File: src/rtl/mod_counter_pkg.sv
// -----------------------------------------------------------------------------
// mod_counter_pkg
// Shared constants and constant functions for the modulo up/down counter.
//   clog2        : ceil(log2(value)), 0 for value <= 1
//   params_legal : elaboration-time legality of WIDTH / MODULUS / DIV
//   RST_COUNT    : count value loaded by reset
// No ports (package).
// -----------------------------------------------------------------------------
package mod_counter_pkg;

    localparam int RST_COUNT = 0;

    function automatic int clog2(input int value);
        int r;
        int v;
        r = 0;
        v = value - 1;
        while (v > 0) begin
            r = r + 1;
            v = v >> 1;
        end
        return r;
    endfunction

    function automatic bit params_legal(input int width, input int modulus, input int div);
        longint span;
        span = longint'(1) << width;
        return (width >= 1) && (width <= 32) &&
               (modulus >= 2) && (longint'(modulus) <= span) &&
               (div >= 1) && (div <= 65535);
    endfunction

endpackage

File: src/rtl/tick_prescaler.sv
// -----------------------------------------------------------------------------
// tick_prescaler
// Divides enabled cycles by DIV and emits a one-cycle step request.
// Ports:
//   clk  : system clock
//   rst  : synchronous active-high reset, phase -> 0
//   en   : advances the phase; a frozen phase resumes where it stopped
//   clr  : restarts the phase at 0 (used by parallel load)
//   tick : step request, high on the enabled cycle the phase is at DIV-1
// -----------------------------------------------------------------------------
module tick_prescaler
    import mod_counter_pkg::*;
#(
    parameter int DIV = 1
) (
    input  logic clk,
    input  logic rst,
    input  logic en,
    input  logic clr,
    output logic tick
);

    if (DIV == 1) begin : g_bypass
        // Every enabled cycle is a step; no phase state exists.
        logic unused_inputs;
        assign unused_inputs = ^{clk, rst, clr};
        assign tick = en;
    end else begin : g_divide
        localparam int PW = clog2(DIV);
        localparam logic [PW-1:0] LAST = PW'(DIV - 1);

        logic [PW-1:0] phase_q;
        logic [PW-1:0] phase_d;

        always_comb begin
            phase_d = phase_q;
            if (clr) begin
                phase_d = '0;
            end else if (en) begin
                phase_d = (phase_q == LAST) ? '0 : phase_q + PW'(1);
            end
        end

        always_ff @(posedge clk) begin
            if (rst) begin
                phase_q <= '0;
            end else begin
                phase_q <= phase_d;
            end
        end

        assign tick = en && (phase_q == LAST);
    end

endmodule

File: src/rtl/mod_updown_counter.sv
// -----------------------------------------------------------------------------
// mod_updown_counter
// Modulo-MODULUS up/down counter with parallel load, enable, prescaled step
// rate (DIV), terminal-count decode, wrap pulse and sticky ovf/unf flags.
// Optional feature macro: MOD_COUNTER_SATURATE_EN adds input 'sat'; when high
// the count holds at its end value instead of wrapping (flags still set).
// Ports:
//   clk, rst   : clock, synchronous active-high reset
//   en         : count enable (gates prescaler and step)
//   up         : 1 = increment, 0 = decrement
//   load       : parallel load strobe (priority over step, ignores en)
//   load_val   : load value, clamped to MODULUS-1
//   clr_flags  : clears ovf/unf (a same-edge wrap wins)
//   sat        : saturate instead of wrap (only with MOD_COUNTER_SATURATE_EN)
//   count      : registered count, always in 0..MODULUS-1
//   tc         : terminal count decode of count and up
//   wrap       : registered pulse coincident with a wrapped count value
//   ovf, unf   : sticky up-wrap / down-wrap flags
// -----------------------------------------------------------------------------
module mod_updown_counter
    import mod_counter_pkg::*;
#(
    parameter int WIDTH   = 4,
    parameter int MODULUS = 16,
    parameter int DIV     = 1
) (
    input  logic             clk,
    input  logic             rst,
    input  logic             en,
    input  logic             up,
    input  logic             load,
    input  logic [WIDTH-1:0] load_val,
    input  logic             clr_flags,
`ifdef MOD_COUNTER_SATURATE_EN
    input  logic             sat,
`endif
    output logic [WIDTH-1:0] count,
    output logic             tc,
    output logic             wrap,
    output logic             ovf,
    output logic             unf
);

    if (!params_legal(WIDTH, MODULUS, DIV)) begin : g_param_check
        $fatal(1, "mod_updown_counter: illegal WIDTH/MODULUS/DIV");
    end

    localparam logic [WIDTH-1:0] MAX_C = WIDTH'(MODULUS - 1);
    localparam logic [WIDTH-1:0] RST_C = WIDTH'(RST_COUNT);

    logic [WIDTH-1:0] count_q, count_d;
    logic             wrap_q, wrap_d;
    logic             ovf_q, ovf_d;
    logic             unf_q, unf_d;
    logic             step;
    logic             hold_end;

`ifdef MOD_COUNTER_SATURATE_EN
    assign hold_end = sat;
`else
    assign hold_end = 1'b0;
`endif

    tick_prescaler #(
        .DIV (DIV)
    ) u_prescaler (
        .clk  (clk),
        .rst  (rst),
        .en   (en),
        .clr  (load),
        .tick (step)
    );

    always_comb begin
        count_d = count_q;
        wrap_d  = 1'b0;
        ovf_d   = ovf_q & ~clr_flags;
        unf_d   = unf_q & ~clr_flags;
        if (load) begin
            // load_val < MODULUS is the same test as load_val <= MAX_C,
            // and stays within WIDTH bits even when MODULUS == 2**WIDTH.
            count_d = (load_val > MAX_C) ? MAX_C : load_val;
        end else if (step) begin
            if (up) begin
                if (count_q == MAX_C) begin
                    ovf_d = 1'b1;
                    if (!hold_end) begin
                        count_d = '0;
                        wrap_d  = 1'b1;
                    end
                end else begin
                    count_d = count_q + WIDTH'(1);
                end
            end else begin
                if (count_q == '0) begin
                    unf_d = 1'b1;
                    if (!hold_end) begin
                        count_d = MAX_C;
                        wrap_d  = 1'b1;
                    end
                end else begin
                    count_d = count_q - WIDTH'(1);
                end
            end
        end
    end

    always_ff @(posedge clk) begin
        if (rst) begin
            count_q <= RST_C;
            wrap_q  <= 1'b0;
            ovf_q   <= 1'b0;
            unf_q   <= 1'b0;
        end else begin
            count_q <= count_d;
            wrap_q  <= wrap_d;
            ovf_q   <= ovf_d;
            unf_q   <= unf_d;
        end
    end

    assign count = count_q;
    assign wrap  = wrap_q;
    assign ovf   = ovf_q;
    assign unf   = unf_q;
    assign tc    = up ? (count_q == MAX_C) : (count_q == '0);

endmodule

File: config.mk
export PLATFORM = sky130hd
export DESIGN_NAME = mod_updown_counter
export DESIGN_NICKNAME = d
export VERILOG_FILES = /design/src/rtl/mod_counter_pkg.sv /design/src/rtl/tick_prescaler.sv /design/src/rtl/mod_updown_counter.sv
export SDC_FILE = /design/constraint.sdc
export NUM_CORES = 1
export LEC_CHECK = 0
export BUFFER_PORTS_ARGS = -buffer_cell sky130_fd_sc_hd__buf_4
export CAP_MARGIN = 20
export CORE_AREA = 3 3 40 42
export CTS_CLUSTER_DIAMETER = 60
export DETAILED_ROUTE_END_ITERATION = 10
export DIE_AREA = 0 0 43 45
export GPL_TIMING_DRIVEN = 0
export PLACE_DENSITY_LB_ADDON = 0.08
export SETUP_SLACK_MARGIN = 0.4
export SYNTH_ARGS = -nofsm -noshare
export SYNTH_HDL_FRONTEND = slang
export SYNTH_SLANG_ARGS = --single-unit
File: constraint.sdc
create_clock -name clk -period 1.53 [get_ports clk]
set_input_delay 0.306 -clock clk [delete_from_list [all_inputs] [get_ports clk]]
set_output_delay 0.306 -clock clk [all_outputs]
set_load 0.005 [all_outputs]
==> Yosys cells after proc, flatten, opt, wreduce, memory -nomap -nowiden <==
Cells that the tools add are included.
{ "op_classes": {"n_addsub": 2, "magnitude_cmp": 1, "eq_ne": 1, "n_mux": 18, "bitwise": 4, "reduce_logical": 3} }
{ "ops": {"columns": ["op", "count"], "rows": [
  ["two-way mux 4 bit", 6],
  ["two-way mux 1 bit", 12],
  ["adder 4 x 1 -> 4 bit (second input constant)", 1],
  ["equality test 4 bit (second input constant)", 1],
  ["> comparator 4 bit (second input constant)", 1],
  ["zero test 4 bit", 1],
  ["subtractor 4 x 1 -> 4 bit (second input constant)", 1],
  ["OR reduction 3 bit", 1],
  ["bitwise AND 1 bit", 2],
  ["NOT 1 bit", 2],
  ["nonzero test 2 bit", 1]
]} }
{ "totals": {"reg_bits": 7, "inputBits": 10, "elab_cells": 33} }

==> Longest topological paths before layout <==
Gate-level depths: netlist of run 1.
{ "logic_depth": {"depth_word": 6, "depth_mapped": 6, "depth_no_buf": 6} }

==> Cells and area by module <==
A second synthesis of run 1 with hierarchy kept.
{ "unflattened": {"cells_unflattened": 52, "area_unflattened_um2": 422.9} }
{ "modules_own_cells": {"columns": ["module", "instances", "cells_per_inst", "area_per_inst_um2"], "rows": [
  ["mod_updown_counter", 1, 51, 415.4],
  ["tick_prescaler", 1, 1, 7.5]
]} }

==> Worst setup path before layout of run 1 <==
Ideal clock, no wire load.
{ "synth_timing": {"kind": "reg2reg", "start": "reg count_q[0] (netlist: count[0])", "end": "reg count_q[3] (netlist: count[3])", "setup_ps": 70, "arrival_ps": 1430, "required_time_ps": 1460, "setup_slack_ps": 30, "stages_incl_launch_ff": 5, "path_cell_list": "dfxtp_1 inv_2 or4_1 a311o_1 a21oi_1"} }
{ "synth_between": {"elab_chain_cells": 5, "word_cells_on_any_way": 9} }
{ "synth_lines": {"columns": ["item", "line_no", "rtl"], "rows": [
  ["start, declared", "mod_updown_counter.sv:51", "logic [WIDTH-1:0] count_q, count_d;"],
  ["start signal, assigned", "mod_updown_counter.sv:115", "count_q <= count_d;"],
  ["subtractor 4 x 1 -> 4 bit, or another cell as far along", "mod_updown_counter.sv:102", "count_d = count_q - WIDTH'(1);"],
  ["two-way mux 4 bit (on tied branches)", "mod_updown_counter.sv:95, mod_updown_counter.sv:85", null],
  ["two-way mux 4 bit (*)", "mod_updown_counter.sv:84", "if (up) begin"],
  ["two-way mux 4 bit (*)", "mod_updown_counter.sv:83", "end else if (step) begin"],
  ["two-way mux 4 bit (*)", "mod_updown_counter.sv:79", "if (load) begin"]
]} }
Mark *: on every way between the ends. The rest lies on a longest branch, timed or not. The select of a mux whose other input is x is not followed.
A chain may end at the register's enable or synchronous reset.

==> Worst setup path in the final report of run 1 <==
{ "layout_timing": {"start": "reg count_q[1] (netlist: count[1])", "end": "out tc"} }
{ "layout_between": {"elab_chain_cells": 2, "word_cells_on_any_way": 3} }
{ "layout_lines": {"columns": ["item", "line_no", "rtl"], "rows": [
  ["equality test 4 bit or zero test 4 bit (tied branches)", "mod_updown_counter.sv:126", "assign tc = up ? (count_q == MAX_C) : (count_q == '0);"],
  ["two-way mux 1 bit (*)", "mod_updown_counter.sv:126", null],
  ["end, declared", "mod_updown_counter.sv:38", "output logic tc,"]
]} }
Mark *: on every way between the ends. The rest lies on a longest branch, timed or not.

==> results of run 1 <==
-- cell usage in the layout, fill, tap and decap left out, drive strengths merged, types with 3 or more instances in the layout --
master / Yosys / routed
a21oi: 6 / 6
buf: 0 / 23
clkbuf: 1 / 4
dfxtp: 7 / 7
inv: 6 / 6
nor2: 6 / 6
xnor2: 3 / 3
-- Yosys cell counts --
library cell / instances / area (µm²)
dfxtp_1: 7 / 140
a21oi_1: 6 / 30.0
nor2_1: 6 / 22.5
inv_1: 5 / 18.8
xnor2_1: 3 / 26.3
ha_1: 2 / 25.0
nand2_1: 2 / 7.51
nand2b_1: 2 / 12.5
nor3b_1: 2 / 15.0
o21ai_0: 2 / 10.0
a221oi_1: 1 / 8.76
a311o_1: 1 / 10.0
a32oi_1: 1 / 8.76
clkbuf_1: 1 / 3.75
inv_2: 1 / 3.75
mux2_2: 1 / 11.3
mux2i_1: 1 / 10.0
nand4_1: 1 / 6.26
nor2b_1: 1 / 6.26
nor4b_1: 1 / 8.76
o21a_1: 1 / 7.51
o21bai_1: 1 / 7.51
or3_2: 1 / 7.51
or4_1: 1 / 7.51
-- sequential cells by signal, summed over array words and instances, names as in the netlist --
register  cells
count         4
ovf           1
unf           1
wrap          1
-- path summary, 6_finish.rpt --
kind,start,to,cells past startpoint
hold / removal,rst,count[0]$_SDFFE_PP0P_,2
setup / recovery,count[1]$_SDFFE_PP0P_,tc,5
hold reg to reg,unf$_SDFF_PP0_,unf$_SDFF_PP0_,2
setup reg to reg,count[1]$_SDFFE_PP0P_,count[3]$_SDFFE_PP0P_,5
-- repair_timing --
action,in CTS,in global routing
pin swaps,5,3
gates resized for setup,12,2
endpoints found under the setup margin,7,11
setup buffers,6,1
cloned,0,0
-- metal layers --
metal / up-vias / part of all wire, %
li1: 233 / -
met1: 200 / 42
met2: 14 / 49
met3: 0 / 8.4
met4: 0 / 0
met5: - / 0
-- area by class of cell --
| type | count | area [µm²] | share of cell area, % |
|---|---|---|---|
| Clock buffer | 3 | 22.5 | 3.08 |
| Buffer | 1 | 3.75 | 0.513 |
| Clock inverter | 1 | 5.00 | 0.684 |
| Tap cell | 15 | 18.8 | 2.56 |
| Inverter | 6 | 27.5 | 3.76 |
| Sequential cell | 7 | 155 | 21.2 |
| Timing Repair Buffer | 23 | 184 | 25.1 |
| Multi-Input combinational cell | 37 | 315 | 43.1 |
-- worst max-delay path, stage by stage, from the launching register on --
cell and delay (ps):
dfxtp_4 360, inv_4 60, ha_4 130, nor4b_4 210, nand2b_4 180, buf_6 90
-- power breakdown --
group / switching [mW] / leakage (nW) / internal [mW]
clock network: 0.0674 / 0.0177 / 0.0953
registers: 0.0182 / 0.0599 / 0.192
logic: 0.0634 / 0.249 / 0.111
-- cells by family after synthesis --
kind of cell             after synthesis  share of synthesized area [%]
AO/OA/AOI/OAI                         13                           19.9
XOR/XNOR                               3                           6.33
adder cells (fa/ha/maj)                2                           6.02
buffers and inverters                  7                           6.32
flip-flops                             7                           33.7
multiplexers                           2                           5.12
AND/OR/NAND/NOR                       17                           22.6
==> key figures, run 1 <==
Run status
  • Run status: finished with violations
  • Violations in the final reports: negative setup slack

Clock tree
  • Clock sink total: 7
  • Number of H-tree levels: 1
  • CTS hold repair buffers: 0
  • Num CTS Buffers: 3
  • Skew-Pair Late Insertion Delay: 250 ps
  • TritonCTS clock tree: built
  • Clock root cell: clkbuf_4
  • Maximum buffer depth of the clock tree: 2
  • CTS clk-pin slew, worst paths: 50 ps

Route
  • Routed WL: 1030 µm
  • Routed wire length per instance: 11.1 µm
  • Drt first pass iters: 2
  • Final ANT Viol Nets: 0
  • Final routed DRC violation total: 0
  • Count of vias placed by the detailed router: 447
  • Detailed router's first-iteration violation count: 2
  • Average vias per placed instance: 4.81

Placed design
  • IO buf count: 16
  • Post-detail-place hpwl: 730 µm
  • Number of instances in the placed design: 82
  • Worst setup slack before clock tree synthesis: 76.3 ps
  • Dpl cell area: 593 µm²
  • Final RePlAce weighted congestion: 0.627

Die
  • Die Width: 43 µm
  • Initial core utilization: 32.3%
  • Core region area: 1280 µm²
  • Floorplan die height: 45 µm
  • I/O pin total: 18
  • FP Rows: 13
  • Area of the die: 1940 µm²

Finish
  • Final non-filler cell area: 732 µm²
  • Total inserted antenna cells: 0
  • P&R area growth vs syn: 76.2%
  • Filler Cells Inserted: 119
  • Count of nets after finishing: 91
  • Share of cells above drive strength 1: 56.4%
  • Number of non-filler instances in the completed layout: 93
  • Core occupancy in the finished layout: 57.0%

GRT
  • Number of global-route vias before repair: 410
  • Grt ovf: 0
  • Global-route total usage across every layer: 12.2%
  • Initial antenna violation count: 0
  • Maximum number of pins on one net before global-route repair: 11
  • GR Layer Usage met1: 13.6%
  • Wire length of the first global-routing pass: 1730 µm
  • GR Util met2: 20.4%
  • GR Layer Usage met3: 7.57%
  • Busiest metal layer after global routing: met2

STA
  • Skew final: 4.88 ps
  • Slew at the pin closest to its max-slew limit: 368 ps
  • Relative slew margins: 75.5%
  • Setup violations, final: 1
  • Setup_tns: -51.2 ps
  • Setup repair after global routing missed its margin: yes
  • Hold violation total from the final report: 0
  • Worst Slack Setup Final: -51.2 ps
  • Maximum clock rate: 632 MHz
  • Worst hold slack after final layout: 269 ps
  • Period minus WS final: 1580 ps
  • Post-route clock period utilization: 103%
  • Max Transition Viols Final: 0

Worst setup path
  • Worst reg-to-reg setup slack: 50 ps
  • Max FO, Critical Path: 4
  • Setup crit start kind: register
  • Kind of capture point of the worst setup path: output port
  • Arr. time, crit path: 1280 ps
  • Endpoint required time on the critical path: 1220 ps
  • Setup CP Type: reg -> out

Logic synthesis
  • Number of distinct library cell variants in the gate-level netlist after synthesis: 24
  • Gate count of the mapped netlist: 51
  • Post-Synthesis Net Count: 63
  • Total number of yosys warnings: 0
  • Share of synthesized area occupied by flip-flops and latches: 33.7%
  • Post-synthesis area per instance: 8.15 µm²
  • Number of synthesized register bits: 7
  • Cell area after synthesis: 415 µm²

Worst hold path
  • Type of the most critical hold path: in -> reg

Power
  • Leakage dissipation: 0.327 nW
  • Final total power: 0.547 mW
  • Largest vdd supply drop: 469 µV
  • Ratio of total power to cell area: 747 nW/µm²

Flow run
  • MaxCap Viol Count: 0
Note: power is estimated with default switching activity, not from simulation.
==> run 2: changes to the inputs <==
--- a/config.mk
+++ b/config.mk
@@ -8,10 +8,12 @@
 export BUFFER_PORTS_ARGS = -buffer_cell sky130_fd_sc_hd__buf_4
 export CAP_MARGIN = 20
 export CORE_AREA = 3 3 40 42
+export CTS_BUF_LIST = sky130_fd_sc_hd__clkbuf_8
 export CTS_CLUSTER_DIAMETER = 60
 export DETAILED_ROUTE_END_ITERATION = 10
 export DIE_AREA = 0 0 43 45
 export GPL_TIMING_DRIVEN = 0
+export HOLD_SLACK_MARGIN = 0.15
 export PLACE_DENSITY_LB_ADDON = 0.08
 export SETUP_SLACK_MARGIN = 0.4
 export SYNTH_ARGS = -nofsm -noshare
==> constraint.sdc (replaced) <==
create_clock -name clk -period 2 [get_ports clk]
set_input_delay 0.4 -clock clk [delete_from_list [all_inputs] [get_ports clk]]
set_output_delay 0.4 -clock clk [all_outputs]
set_load 0.005 [all_outputs]
==> key figures, run 2 (synthesis results as in run 1) <==
Finish
  • Share of cells above drive strength 1: 46.8% (-9.7 points)
  • P&R area growth vs syn: 70.5%
  • Number of non-filler instances in the completed layout: 92 (-1.1%)
  • Count of nets after finishing: 90 (-1.1%)
  • Largest register FFs: 4 (unchanged)
  • Commonest cells after routing, fill and taps aside: buf_4, nor2_1, a21oi_1
  • Total inserted antenna cells: 0 (unchanged)
  • Leading cell type in the layout, fill and taps excluded: buf_4
  • Core occupancy in the finished layout: 55.1% (-1.8 points)
  • Filler Cells Inserted: 124 (+4.2%)

Power
  • Largest vdd supply drop: 422 µV (-10%)
  • Final total power: 0.480 mW (-12%)
  • Leakage dissipation: 0.318 nW (-2.7%)
  • Ratio of total power to cell area: 678 nW/µm² (-9.3%)

Placed design
  • Post-detail-place hpwl: 697 µm (-4.4%)
  • Final RePlAce weighted congestion: 0.614 (-2.0%)
  • IO buf count: 16 (unchanged)
  • Number of instances in the placed design: 82 (unchanged)

Worst hold path
  • HP Start: rst
  • Hold Path Depth: 2 (unchanged)
  • Type of the most critical hold path: in -> reg

GRT
  • Initial antenna violation count: 0 (unchanged)
  • Maximum number of pins on one net before global-route repair: 11 (unchanged)
  • Number of global-route vias before repair: 389 (-5.1%)
  • Global-route total usage across every layer: 12.5% (+0.30 points)
  • Grt ovf: 0 (unchanged)
  • Wire length of the first global-routing pass: 1760 µm (+2.0%)

Worst setup path
  • Count of cells along the worst register-to-register path: 8 (+3)
  • Kind of capture point of the worst setup path: output port
  • Arr. time, crit path: 1240 ps (-40 ps)
  • Max FO, Critical Path: 4 (unchanged)
  • Endpoint required time on the critical path: 1600 ps (+380 ps)
  • Setup crit start kind: register
  • Reg2reg start: count[0]$_SDFFE_PP0P_
  • Worst setup path startpoint: count[0]$_SDFFE_PP0P_
  • Setup CP Type: reg -> out

STA
  • Hold violation total from the final report: 0 (unchanged)
  • Worst hold slack after final layout: 395 ps (+126 ps)
  • Post-route clock period utilization: 81.9%
  • Maximum clock rate: 610 MHz
  • Relative slew margins: 76.1% (+0.63 points)
  • Setup violations, final: 0 (-1)
  • Slew at the pin closest to its max-slew limit: 359 ps (-9.38 ps)
  • Skew final: 0.693 ps (-4.19 ps)
  • Setup_tns: 0 ps (+51.2 ps)
  • Setup repair after global routing missed its margin: yes
  • Max Transition Viols Final: 0 (unchanged)
  • Period minus WS final: 1640 ps

Flow run
  • MaxCap Viol Count: 0 (unchanged)

Clock tree
  • Number of H-tree levels: 1 (unchanged)
  • Clock sink total: 7 (unchanged)
  • CTS clk-pin slew, worst paths: 40 ps (about the same)
  • Skew-Pair Late Insertion Delay: 220 ps (-30 ps)
  • Num CTS Buffers: 3 (unchanged)
  • TritonCTS clock tree: built
  • Maximum buffer depth of the clock tree: 2 (unchanged)
  • Clock root cell: clkbuf_8

Route
  • Routed wire length per instance: 11.6 µm (+4.6%)
  • Routed WL: 1060 µm (+3.5%)
  • Drt first pass iters: 2 (unchanged)
  • Final routed DRC violation total: 0 (unchanged)
  • Final ANT Viol Nets: 0 (unchanged)
  • Count of vias placed by the detailed router: 432 (-3.4%)
  • Detailed router's first-iteration violation count: 11 (+9)
  • Average vias per placed instance: 4.70 (-2.3%)

Die
  • I/O pin total: 18 (unchanged)
  • Initial core utilization: 32.3% (unchanged)
  • Die Width: 43 µm (unchanged)
  • Core region area: 1280 µm² (unchanged)
  • Floorplan die height: 45 µm (unchanged)
  • FP Rows: 13 (unchanged)
  • Area of the die: 1940 µm² (unchanged)

Run status
  • Run status: finished clean
run 2: timing repair:
action | in CTS | in global routing
pin swaps | 1 | 3
buffers inserted | 5 | 1
setup endpoints to repair | 1 | 2
gates resized for setup | 12 | 3
hold buffers | 0 | 0
run 2: worst max-delay path: stages (launching register included):
cell	delay [ps]
dfxtp_4	350
inv_4	60
ha_4	130
nor4b_4	200
nand2b_4	180
buf_6	90
run 2: worst paths after layout:
| kind | endpoint | slack, ps |
|---|---|---|
| worst max register to register | count[3]$_SDFFE_PP0P_ | 460 |
| worst min register to register | unf$_SDFF_PP0_ | 480 |
| worst min-delay path | count[0]$_SDFFE_PP0P_ | 390 |
| worst max-delay path | tc | 360 |
run 2: where the power goes:
group	leakage, nW	switching, mW	internal, mW
registers	0.0589	0.0135	0.148
clock network	0.0269	0.0630	0.133
logic	0.232	0.0462	0.0766
run 2: through the flow:
stage          area [µm²]  worst slack (ps)
5_1_grt               708               305
4_1_cts               686               364
6_report              708               361
3_3_place_gp          554               315
2_1_floorplan         415               500
3_5_place_dp          554               340
run 2: cell type report:
type / instances / area, µm² / share of cell area [%]
Tap cell: 15 / 18.8 / 2.65
Sequential cell: 7 / 149 / 21.0
Buffer: 1 / 3.75 / 0.530
Multi-Input combinational cell: 37 / 295 / 41.7
Timing Repair Buffer: 22 / 169 / 23.9
Clock buffer: 3 / 41.3 / 5.83
Clock inverter: 1 / 3.75 / 0.530
Inverter: 6 / 27.5 / 3.89
run 2: per-layer routing:
metal | vias to the layer above | GRT usage, % | wire [µm]
li1 | 231 | - | -
met1 | 188 | 15.1 | 478
met2 | 13 | 19.5 | 509
met3 | 0 | 6.37 | 77
met4 | 0 | 3.61 | 0
met5 | - | 0 | 0
==> run 3: changes to the inputs <==
--- a/config.mk
+++ b/config.mk
@@ -5,6 +5,7 @@
 export SDC_FILE = /design/constraint.sdc
 export NUM_CORES = 1
 export LEC_CHECK = 0
+export ABC_AREA = 1
 export BUFFER_PORTS_ARGS = -buffer_cell sky130_fd_sc_hd__buf_4
 export CAP_MARGIN = 20
 export CORE_AREA = 3 3 40 42
==> constraint.sdc (replaced) <==
create_clock -name clk -period 1.3 [get_ports clk]
set_input_delay 0.26 -clock clk [delete_from_list [all_inputs] [get_ports clk]]
set_output_delay 0.26 -clock clk [all_outputs]
set_load 0.005 [all_outputs]
==> key figures, run 3 <==
Finish
  • Total inserted antenna cells: 0 (unchanged)
  • Core occupancy in the finished layout: 70.0% (+15 points)
  • Share of cells above drive strength 1: 57.8% (+11 points)
  • Count of nets after finishing: 115 (+28%)
  • Largest register FFs: 4 (unchanged)
  • Leading cell type in the layout, fill and taps excluded: buf_4
  • Final non-filler cell area: 900 µm² (+27%)
  • Commonest cells after routing, fill and taps aside: buf_4, nand2_1, buf_6
  • P&R area growth vs syn: 103%
  • Filler Cells Inserted: 103 (-17%)

STA
  • Hold violation total from the final report: 0 (unchanged)
  • Setup_tns: -182 ps (-182 ps)
  • Post-route clock period utilization: 112%
  • Slew at the pin closest to its max-slew limit: 274 ps (-84.2 ps)
  • Worst Slack Setup Final: -159 ps (-521 ps)
  • Setup repair after global routing missed its margin: yes
  • Maximum clock rate: 685 MHz
  • Skew final: 5.36 ps (+4.67 ps)
  • Relative slew margins: 81.6% (+5.5 points)
  • Period minus WS final: 1460 ps
  • Max Transition Viols Final: 0 (unchanged)
  • Setup violations, final: 2 (+2)

Die
  • Area of the die: 1940 µm² (unchanged)
  • I/O pin total: 18 (unchanged)
  • Initial core utilization: 34.5% (+2.1 points)
  • Die Width: 43 µm (unchanged)
  • Floorplan die height: 45 µm (unchanged)
  • Core region area: 1280 µm² (unchanged)
  • FP Rows: 13 (unchanged)

Route
  • Drt first pass iters: 4 (+2)
  • Final ANT Viol Nets: 0 (unchanged)
  • Average vias per placed instance: 4.68 (-0.44%)
  • Count of vias placed by the detailed router: 547 (+27%)
  • Detailed router's first-iteration violation count: 13 (+2)
  • Final routed DRC violation total: 0 (unchanged)
  • Routed WL: 1230 µm (+16%)
  • Routed wire length per instance: 10.5 µm (-8.8%)

Placed design
  • Post-detail-place hpwl: 790 µm (+13%)
  • Final RePlAce weighted congestion: 0.696 (+13%)
  • IO buf count: 17 (+1)
  • Dpl cell area: 636 µm² (+15%)

Worst setup path
  • Kind of capture point of the worst setup path: output port
  • Reg2reg start: count[0]$_SDFFE_PP0P_
  • Worst setup path startpoint: count[0]$_SDFFE_PP0P_
  • Setup crit start kind: register
  • Worst reg-to-reg setup slack: -20 ps (-480 ps)
  • Setup CP Type: reg -> out
  • Count of cells along the worst register-to-register path: 9 (+1)
  • Arr. time, crit path: 1200 ps (-40 ps)
  • Worst reg2reg path endpoint: count[2]$_SDFFE_PP0P_
  • Max FO, Critical Path: 3 (-1)
  • Endpoint required time on the critical path: 1040 ps (-560 ps)

Run status
  • Run status: finished with violations
  • Violations in the final reports: negative setup slack

Clock tree
  • TritonCTS clock tree: built
  • CTS clk-pin slew, worst paths: 40 ps (about the same)
  • Clock sink total: 7 (unchanged)
  • Maximum buffer depth of the clock tree: 2 (unchanged)
  • Num CTS Buffers: 3 (unchanged)
  • Number of H-tree levels: 1 (unchanged)
  • Skew-Pair Late Insertion Delay: 230 ps (about the same)
  • Clock root cell: clkbuf_8

Logic synthesis
  • Number of distinct library cell variants in the gate-level netlist after synthesis: 19 (-21%)
  • Share of synthesized area occupied by flip-flops and latches: 31.6% (-2.1 points)
  • Area share of the largest cell type after synthesis: 31.6% (-2.1 points)
  • Post-Synthesis Net Count: 77 (+22%)
  • Biggest area consumer among synthesized cells: dfxtp_1
  • Share of flip-flops with an asynchronous set or reset after synthesis: 0% (unchanged)
  • Cells taking the most area after synthesis: dfxtp_1, nand2_1, inv_1, nand3_1, ha_1
  • Total number of yosys warnings: 0 (unchanged)
  • Post-synthesis area per instance: 6.81 µm² (-16%)
  • Gate count of the mapped netlist: 65 (+27%)
  • Number of enable flip-flop cells after synthesis: 0 (unchanged)
  • Number of synthesized register bits: 7 (unchanged)
  • List of most frequent post-synthesis cells: nand2_1, inv_1, dfxtp_1, nand3_1
  • Dominant cell by count in the synthesized netlist: nand2_1
  • Primary FF master, synth: dfxtp_1
  • Cell area after synthesis: 443 µm² (+6.6%)

Power
  • Final total power: 0.804 mW (+68%)
  • Largest vdd supply drop: 629 µV (+49%)
  • Leakage dissipation: 0.450 nW (+41%)
  • Ratio of total power to cell area: 894 nW/µm² (+32%)

Worst hold path
  • HP Start: rst
  • Type of the most critical hold path: in -> reg
  • Hold Path Depth: 2 (unchanged)
  • Hold path endpoint: count[2]$_SDFFE_PP0P_

Flow run
  • MaxCap Viol Count: 0 (unchanged)

GRT
  • Global-route total usage across every layer: 13.9% (+1.4 points)
  • Wire length of the first global-routing pass: 1950 µm (+11%)
  • Maximum number of pins on one net before global-route repair: 8 (-3)
  • Initial antenna violation count: 0 (unchanged)
  • Number of global-route vias before repair: 465 (+20%)
  • Grt ovf: 0 (unchanged)
run 3: through the flow:
stage / setup slack [ps] / hold WS (ps) / instances
3_5_place_dp: 46.8 / 467 / 97
6_report: -159 / 228 / 117
4_1_cts: -166 / 223 / 112
3_3_place_gp: 33.9 / 462 / 97
5_1_grt: -212 / 230 / 117
2_1_floorplan: 196 / 320 / 65
run 3: cells by family (layout without fill, tap and decap cells):
family | after synthesis | after routing | synth area share [%]
xor+xnor | 2 | 2 | 3.96
fa+ha+maj | 2 | 2 | 5.65
flops | 7 | 7 | 31.6
simple gates | 31 | 31 | 31.1
compound gates | 10 | 10 | 15.0
buf+inv | 13 | 50 | 12.7
run 3: layout make-up:
type	count	area, µm²	area share [%]
Tap cell	15	18.8	2.09
Timing Repair Buffer	33	302	33.5
Sequential cell	7	155	17.2
Clock buffer	3	41.3	4.59
Multi-Input combinational cell	45	318	35.3
Clock inverter	1	3.75	0.417
Buffer	1	11.3	1.25
Inverter	12	50.0	5.56
run 3: how the worst max path moves through the flow:
stage / cells past startpoint / slack (ps) / endpoint
2_1_floorplan: 6 / 200 / tc
3_3_place_gp: 7 / 30 / tc
3_5_place_dp: 7 / 50 / tc
4_1_cts: 7 / -170 / tc
5_1_grt: 7 / -210 / tc
6_report: 7 / -160 / tc
run 3: report_power, final:
group          switching (mW)  total [mW]  internal [mW]
Combinational           0.106       0.261          0.156
Clock                  0.0949       0.299          0.204
Sequential             0.0172       0.244          0.227
Total                   0.218       0.804          0.586
run 3: critical path, stage by stage, from the launching register on:
cell and delay, ps:
dfxtp_4 360, inv_4 60, ha_4 130, inv_2 40, nor3_4 120, nand2_1 60
o21ai_1 80, buf_4 120
run 3: what timing repair did:
action | in CTS | in global routing
setup endpoints to repair | 13 | 15
buffers inserted | 11 | 5
hold buffers | 0 | 0
pin swaps | 7 | 3
resized for setup | 21 | 3
hold endpoints to repair | 0 | 0
run 3: routing by layer:
metal / vias up / GRT usage (%) / routed length [µm]
li1: 284 / - / -
met1: 243 / 17.1 / 589
met2: 20 / 21.3 / 566
met3: 0 / 6.77 / 78
met4: 0 / 4.82 / 0
met5: - / 0 / 0
